$ cat src/rtl/ex_mult_hilo.sv
// Iterative shift-add multiplier with the HI/LO register pair.
// Handles MULT/MULTU, MTHI/MTLO; MFHI/MFLO read o_hi/o_lo directly.
module ex_mult_hilo #(
   parameter int WIDTH = 32
) (
   input  logic             clk,
   input  logic             rst,
   input  logic             i_start,
   input  logic             i_signed,
   input  logic [WIDTH-1:0] i_srcLeft,
   input  logic [WIDTH-1:0] i_srcRight,
   input  logic             i_writeHi,
   input  logic             i_writeLo,
   input  logic             i_flush,
   output logic [WIDTH-1:0] o_hi,
   output logic [WIDTH-1:0] o_lo,
   output logic             o_busy,
   output logic             o_done
);

   localparam int CW = $clog2(WIDTH) + 1;

   localparam logic [1:0] ST_IDLE = 2'd0;
   localparam logic [1:0] ST_BUSY = 2'd1;
   localparam logic [1:0] ST_FIX  = 2'd2;

   logic [1:0]         state_q,  state_d;
   logic [WIDTH-1:0]   hi_q,     hi_d;
   logic [WIDTH-1:0]   lo_q,     lo_d;
   logic               busy_q,   busy_d;
   logic               done_q,   done_d;
   logic [2*WIDTH-1:0] acc_q,    acc_d;
   logic [WIDTH-1:0]   mcand_q,  mcand_d;
   logic [WIDTH-1:0]   mplier_q, mplier_d;
   logic [CW-1:0]      cnt_q,    cnt_d;
   logic               neg_q,    neg_d;

   logic [WIDTH-1:0]   a_mag;
   logic [WIDTH-1:0]   b_mag;
   logic [WIDTH:0]     sum;
   logic [2*WIDTH:0]   step;
   logic [2*WIDTH-1:0] acc_neg;

   // Magnitude of the most negative value wraps to itself, which is correct unsigned.
   assign a_mag   = (i_signed && i_srcLeft[WIDTH-1])  ? (~i_srcLeft + 1'b1)  : i_srcLeft;
   assign b_mag   = (i_signed && i_srcRight[WIDTH-1]) ? (~i_srcRight + 1'b1) : i_srcRight;
   assign sum     = {1'b0, acc_q[2*WIDTH-1:WIDTH]} + (mplier_q[0] ? {1'b0, mcand_q} : '0);
   assign step    = {sum, acc_q[WIDTH-1:0]};
   assign acc_neg = ~acc_q + 1'b1;

   always_comb begin
      state_d  = state_q;
      hi_d     = hi_q;
      lo_d     = lo_q;
      done_d   = 1'b0;
      acc_d    = acc_q;
      mcand_d  = mcand_q;
      mplier_d = mplier_q;
      cnt_d    = cnt_q;
      neg_d    = neg_q;
      case (state_q)
         ST_IDLE: begin
            if (i_start) begin
               mcand_d  = a_mag;
               mplier_d = b_mag;
               neg_d    = i_signed & (i_srcLeft[WIDTH-1] ^ i_srcRight[WIDTH-1]);
               acc_d    = '0;
               cnt_d    = '0;
               state_d  = ST_BUSY;
            end else begin
               if (i_writeHi) hi_d = i_srcLeft;
               if (i_writeLo) lo_d = i_srcLeft;
            end
         end
         ST_BUSY: begin
            if (i_flush) begin
               state_d = ST_IDLE;
            end else begin
               acc_d    = step[2*WIDTH:1];
               mplier_d = mplier_q >> 1;
               cnt_d    = cnt_q + 1'b1;
               if (cnt_q == CW'(WIDTH - 1)) state_d = ST_FIX;
            end
         end
         ST_FIX: begin
            state_d = ST_IDLE;
            if (!i_flush) begin
               {hi_d, lo_d} = neg_q ? acc_neg : acc_q;
               done_d       = 1'b1;
            end
         end
         default: state_d = ST_IDLE;
      endcase
      busy_d = (state_d != ST_IDLE);
   end

   always_ff @(posedge clk) begin
      if (rst) begin
         state_q  <= ST_IDLE;
         hi_q     <= '0;
         lo_q     <= '0;
         busy_q   <= 1'b0;
         done_q   <= 1'b0;
         acc_q    <= '0;
         mcand_q  <= '0;
         mplier_q <= '0;
         cnt_q    <= '0;
         neg_q    <= 1'b0;
      end else begin
         state_q  <= state_d;
         hi_q     <= hi_d;
         lo_q     <= lo_d;
         busy_q   <= busy_d;
         done_q   <= done_d;
         acc_q    <= acc_d;
         mcand_q  <= mcand_d;
         mplier_q <= mplier_d;
         cnt_q    <= cnt_d;
         neg_q    <= neg_d;
      end
   end

   assign o_hi   = hi_q;
   assign o_lo   = lo_q;
   assign o_busy = busy_q;
   assign o_done = done_q;

endmodule
$ cat config.mk
export PLATFORM = sky130hd
export DESIGN_NAME = ex_mult_hilo
export DESIGN_NICKNAME = d
export VERILOG_FILES = /design/src/rtl/ex_mult_hilo.sv
export SDC_FILE = /design/constraint.sdc
export NUM_CORES = 1
export LEC_CHECK = 0
export CORE_UTILIZATION = 55
export DETAILED_ROUTE_END_ITERATION = 10
export PLACE_DENSITY_LB_ADDON = 0.3
export SLEW_MARGIN = 20
export SYNTH_ARGS = -nofsm -noshare
export SYNTH_HDL_FRONTEND = slang
export SYNTH_SLANG_ARGS = --single-unit
$ cat constraint.sdc
create_clock -name clk -period 3.7 [get_ports clk]
set_input_delay 0.925 -clock clk [delete_from_list [all_inputs] [get_ports clk]]
set_output_delay 0.925 -clock clk [all_outputs]
set_load 0.1 [all_outputs]
======== Word-level counts from Yosys, hierarchy flattened ========
Index checks and enable logic that the tools add are counted.
W data, S select, Z words.
word-level totals
  bits in registers ....................... 203
  output and inout port bits .............. 66
  logic and storage cells ................. 67
operators by class
  add/sub/neg operators ................... 5
  eq/ne operators ......................... 9
  muxes and demuxes ....................... 26
  bitwise gates (word level) .............. 6
  reduce and logical (&&, ||, !) cells .... 11
operator list
  kind                     count
  $mux W32                 11
  $mux W64                 3
  $pmux W32 S2             3
  $pmux W64 S2             1
  $add A32 B1 Y32 const B  2
  $add A64 B1 Y64 const B  1
  $not A32 Y32             2
  $not A64 Y64             1
  $add A32 B32 Y33         1
  $mux W6                  2
  $ne A2 B2 Y1 const B     6
  $pmux W6 S2              1
  $reduce_and A4 Y1        2
  $add A6 B1 Y6 const B    1
  $eq A6 B5 Y1 const B     1
  $mux W2                  3
  $reduce_bool A2 Y1       3
  $pmux W2 S2              1
  $reduce_and A3 Y1        1
  $eq A2 B1 Y1 const B     1
  $eq A2 B2 Y1 const B     1
  $logic_and A1 B1 Y1      2
  $logic_not A2 Y1         1
  $reduce_and A2 Y1        1
  other kinds (5)          5

======== Logic depth before layout (Yosys ltp) ========
Gate-level depths: netlist of the first run.
  depth in word-level cells ............... 5
  gate-level depth with buffers ........... 12
  mapped depth without buffers ............ 11

======== Worst setup path before layout of the first run ========
Ideal clock, no wire load.
  path kind ............................... input -> register
  start ................................... input port i_srcRight[8]
  end ..................................... register mplier_q[23]
  setup time .............................. 0.095 ns
  data arrival time ....................... 3.030 ns
  path slack .............................. 0.574 ns
  stages .................................. 7
  path buffers ............................ 1
  path through ............................ or4_1 -> nor4_1 -> and2_1 -> clkbuf_1 -> a31oi_1 -> xnor2_1 -> a221oi_1
on the way
  cells in the longest elaborated chain, start to end .. 5
RTL lines
  what                    line  source
  start: declaration      11    input logic [WIDTH-1:0] i_srcRight,
  $not A32 Y32            46    assign b_mag = (i_signed && i_srcRight[WIDTH-1]) ? (~i_srcRight + 1'b1) : i_srcRight;
  $add A32 B1 Y32         46
  $mux W32                46
  $mux W32                63    if (i_start) begin
  $pmux W32 S2            61    case (state_q)
  end signal: assignment  117   mplier_q <= mplier_d;
  end: declaration        34    logic [WIDTH-1:0] mplier_q, mplier_d;
Every way passes these cells. The select of a mux whose other input is x is not followed.
A chain may end at the register's enable or synchronous reset.

======== Worst setup path after layout of the first run ========
  start ................................... input port i_srcLeft[10]
  end ..................................... register mcand_q[21]
on the way
  cells in the longest elaborated chain, start to end .. 3
RTL lines
  what                    line  source
  start: declaration      10    input logic [WIDTH-1:0] i_srcLeft,
  $not A32 Y32            45    assign a_mag = (i_signed && i_srcLeft[WIDTH-1]) ? (~i_srcLeft + 1'b1) : i_srcLeft;
  $add A32 B1 Y32         45
  $mux W32                45
  end signal: assignment  116   mcand_q <= mcand_d;
  end: declaration        33    logic [WIDTH-1:0] mcand_q, mcand_d;
Every way passes these cells.

==> summary by stage, run 1 <==
Routing
In the routed design, unresolved DRC markers number 0. Before antenna repair, the detailed router went through 6 iterations. The via density per instance is 6.32.

Dividing the detail-routed wire length by the instance count gives 19.0 um. The initial DRC count is 1,250. The detailed-route via count is 13.1k. The total wirelength of the detailed-routed design is 39,300 um. The post-route antenna net violation count is 0.

Global route
Global routing used 32.7% of the available tracks. The initial antenna violation count was 1. The first global-routing pass estimated 62,700 um of wire. The maximum number of pins on one net before global-route repair is 78.

The total overflow left after global routing is 0. The number of global-route vias before repair is 12.2k.

Yosys
The most common flop cell mapped by yosys is sky130_fd_sc_hd__dfxtp_1. The portion of the post-synthesis area used by sequential elements is 32.3%. The mapped netlist covers 12,600 um^2. The post-synth net total is 1,771.

The number of warnings printed during yosys synthesis is 0. The proportion of register bits with asynchronous set or reset after synthesis is 0%. In this run, synthesis inferred 0 flip-flops with an integrated enable. After synthesis, the mean cell area works out to 7.56 um^2. The count of mapped cells out of synthesis is 1,663. The register bit count reported by yosys is 203. The synthesized netlist contains 66 unique library cells.

Critical path
The required time of the critical path is 4.13 ns. Of all nets on the critical path, the largest fanout is 4. The reg2reg setup slack is 0.46 ns. The largest incremental delay on the critical path is 0.89 ns.

Among the stages of the critical path, the cell type that occurs most often is sky130_fd_sc_hd__nand2_1. The critical path's slowest cell is sky130_fd_sc_hd__nor4_1. The worst setup path is captured at a flip-flop.

The worst setup path category is in2reg. The kind of cell with the highest combined delay along the critical path is simple AND/OR/NAND/NOR gates. The critical path goes through clkdlybuf4s50_1, nor4_1, nand2_1, nor3_1, buf_4, nand2_1, o41ai_1, xor2_1, a211oi_1. The depth of the worst register-to-register path is 7. The worst register-to-register path ends at o_hi[31]. The sort of element at the start of the critical path is an input pin.

For the worst setup path, the data arrival time is 3.79 ns. The number of buffers and inverters on the critical path is 2. In this run the critical register-to-register path is launched from acc_q[32].

Cells and area
The number of fill cells in the layout is 1,848. From synthesis to final layout, the design area changed by 20.3%. Once layout is done, the placed cells without fillers occupy 15,100 um^2. The proportion of layout cells with a drive suffix above 1 is 7.33%. The total number of nets in the final design is 1,880.

The final antenna diode count is 0.

Worst hold path
The worst hold path belongs to the class reg2reg. The origin of the worst min-delay path is o_lo[22]. The cell depth of the worst hold path is 2. The worst min-delay path endpoint is o_lo[22].

Power
Power spread over the standard cell area amounts to 380 nW/um^2. In this run the static leakage power is 5.98 nW. VDD sags by at most 0.000357 V.

CTS
The clock tree from TritonCTS is yes. The clock latency at the later pin of the worst-skew pair is 0.52 ns. Post-CTS repair changed the size of 0 cells. The CTS buffer count is 23.

In this run the number of H-tree levels came out at 1. The setup fix buffers added after clock tree synthesis is 0. For this design, the CTS-stage hold fixing added 0 buffers.

The tree is rooted in a sky130_fd_sc_hd__clkbuf_16. The number of buffers between clock root and the deepest sink is 3. After clock tree synthesis, the clock-pin slew on the worst setup and hold paths is 0.06 ns. For this design, the sink count on the clock tree is 203.

Floorplanning
The number of rows created at floorplan is 54. In this run the standard cell core region covers 22,100 um^2. Once the floorplan was initialized, standard cells occupied 56.9% of the core. The horizontal die dimension is 153 um.

The area of the die is 23,500 um^2. The I/O pin count is 137. Measured along the y axis, the die boundary spans 153 um.

Timing
On the final layout, the worst clock skew is 0.00816 ns. The shortest period the worst path allows is 3.36 ns. The worst slew margin relative to its limit is 33.8%. The total of endpoints with negative setup slack in the final report is 0. For the pin with the worst max-slew slack, the measured transition is 0.984 ns. The number of failing hold endpoints at the final stage is 0.

The fraction of the cycle the final worst path needs is 90.7%. The final worst-path setup slack is 0.344 ns. The max-slew violation count is 0. For this run, the top clock speed supported by timing is 0.298 GHz. Setup repair after global routing left no endpoint under its margin.

Placement
Port buffering added 136 buffers. Detailed placement finished with a half-perimeter wire length of 28,700 um. The pre-CTS setup slack is -0.0760 ns. The weighted congestion at the end of routability-driven global placement is 0.976. The standard cell area after detailed placement is 14,300 um^2.

Flow run
Across the run, the number of max-cap violations was 0.

Run status
The flow ran to the end, and the final reports show no timing, DRC or antenna violations.
-- layout by cell type (no fill, tap or decap), drive strengths merged, types with 36 or more instances in the layout --
cell type,count
xor2,76
a21oi,153
a211oi,65
clkdlybuf4s50,128
o31ai,43
nand2,151
xnor2,54
clkbuf,36
nor2,236
and2,39
ha,36
o21ai,103
dfxtp,203
buf,73
-- per-stage QoR --
step | cells | hold slack, ns | power (W) | util [%] | TNS [ns]
global placement | 2027 | 0.432 | 0.00341 | 64.9 | 0
floorplan | 1663 | 0.420 | 0.00307 | - | 0
global route | 2068 | 0.475 | 0.00594 | 68.4 | 0
CTS | 2068 | 0.454 | 0.00575 | 68.4 | 0
detailed placement | 2027 | 0.443 | 0.00343 | 64.9 | -0.147
finish | 2068 | 0.451 | 0.00575 | 68.4 | 0
-- metal layers --
layer | track usage, % | routed length (um) | up-vias
li1 | - | - | 6236
met1 | 41.8 | 15900 | 6068
met2 | 53.3 | 17900 | 622
met3 | 5.25 | 3370 | 132
met4 | 16.7 | 2050 | 2
met5 | 0 | 11 | -
-- Yosys cell counts, drive strengths merged (4+ instances only) --
cell type / count / share of area, %
a211o: 6 / 0.42
a211oi: 65 / 3.9
a21o: 17 / 1.0
a21oi: 153 / 6.1
a221oi: 6 / 0.42
a22oi: 9 / 0.54
a311oi: 8 / 0.56
a31oi: 16 / 0.80
a32o: 5 / 0.40
a32oi: 7 / 0.49
and2: 39 / 1.9
and3: 34 / 1.7
buf: 5 / 0.17
clkbuf: 112 / 3.3
dfxtp: 203 / 32
ha: 36 / 3.6
inv: 25 / 0.75
mux2i: 4 / 0.32
nand2: 151 / 4.5
nand2b: 9 / 0.45
nand3: 23 / 0.92
nand4: 17 / 0.85
nand4b: 4 / 0.28
nor2: 236 / 7.1
nor2b: 7 / 0.35
nor3: 34 / 1.4
nor4: 16 / 0.85
o211ai: 16 / 0.96
o21a: 10 / 0.60
o21ai: 103 / 4.1
o21bai: 6 / 0.36
o31ai: 43 / 2.6
o41ai: 19 / 1.4
or2: 9 / 0.45
or3: 25 / 1.3
or4: 16 / 0.99
xnor2: 54 / 3.8
xor2: 76 / 5.3
-- registers in the layout, summed over array words and instances (netlist names) --
register  cells
acc_q        64
mcand_q      32
mplier_q     32
o_hi         32
o_lo         32
cnt_q         6
state_q       2
neg_q         1
o_busy        1
o_done        1
-- cells by family (layout without fill, tap and decap cells) --
group	after synthesis	in the layout	synth area share, %
and+or+nand+nor	632	632	23.8
AOI/OAI and AO/OA	515	515	26.4
DFF	203	203	32.3
buffers and inverters	142	267	4.26
xor gates and xnor gates	130	130	9.06
adders and majority gates	37	37	3.74
muxes	4	4	0.319
-- tightest hold or removal path: cells and delay by family, from the launching register on --
kind / cells / cell delay [ns]
AOI/OAI and AO/OA: 1 / 0.05
and+or+nand+nor: 1 / 0.05
DFF: 1 / 0.30
-- where the power goes --
| group | leakage (nW) | internal [W] | switching, W | total, W |
|---|---|---|---|---|
| Sequential | 1.66 | 0.00229 | 0.0000664 | 0.00236 |
| Combinational | 3.94 | 0.000333 | 0.000709 | 0.00104 |
| Clock | 0.382 | 0.00143 | 0.000922 | 0.00235 |
| Total | 5.98 | 0.00405 | 0.00170 | 0.00575 |
-- worst max path at each step --
| stage | startpoint | endpoint | slack, ns | depth (start not counted) |
|---|---|---|---|---|
| floorplan | i_srcRight[8] | mplier_q[23] | 0.57 | 7 |
| global placement | i_srcLeft[10] | mcand_q[21] | 0.04 | 9 |
| detailed placement | i_srcLeft[0] | mcand_q[21] | -0.08 | 9 |
| CTS | i_srcLeft[10] | mcand_q[21] | 0.43 | 9 |
| global route | i_srcLeft[10] | mcand_q[21] | 0.23 | 9 |
| finish | i_srcLeft[10] | mcand_q[21] | 0.34 | 9 |
-- cell type report --
class	count	area [um^2]	area share (%)
sequential	203	4070	26.9
multi-input combinational	1318	7980	52.8
clock buffer	36	694	4.60
clock inverter	5	82.6	0.546
inverter	25	93.8	0.621
tap	280	350	2.32
timing repair buffer	201	1840	12.2
(Power assumes the default switching activity.)
==> run 2, diff against run 1 <==
--- a/config.mk
+++ b/config.mk
@@ -6,6 +6,7 @@
 export NUM_CORES = 1
 export LEC_CHECK = 0
 export CORE_UTILIZATION = 55
+export CTS_CLUSTER_DIAMETER = 100
 export DETAILED_ROUTE_END_ITERATION = 10
 export PLACE_DENSITY_LB_ADDON = 0.3
 export SLEW_MARGIN = 20
==> results of run 2 <==
Same layout as run 1: the final DEF is identical, and so are final timing and power.
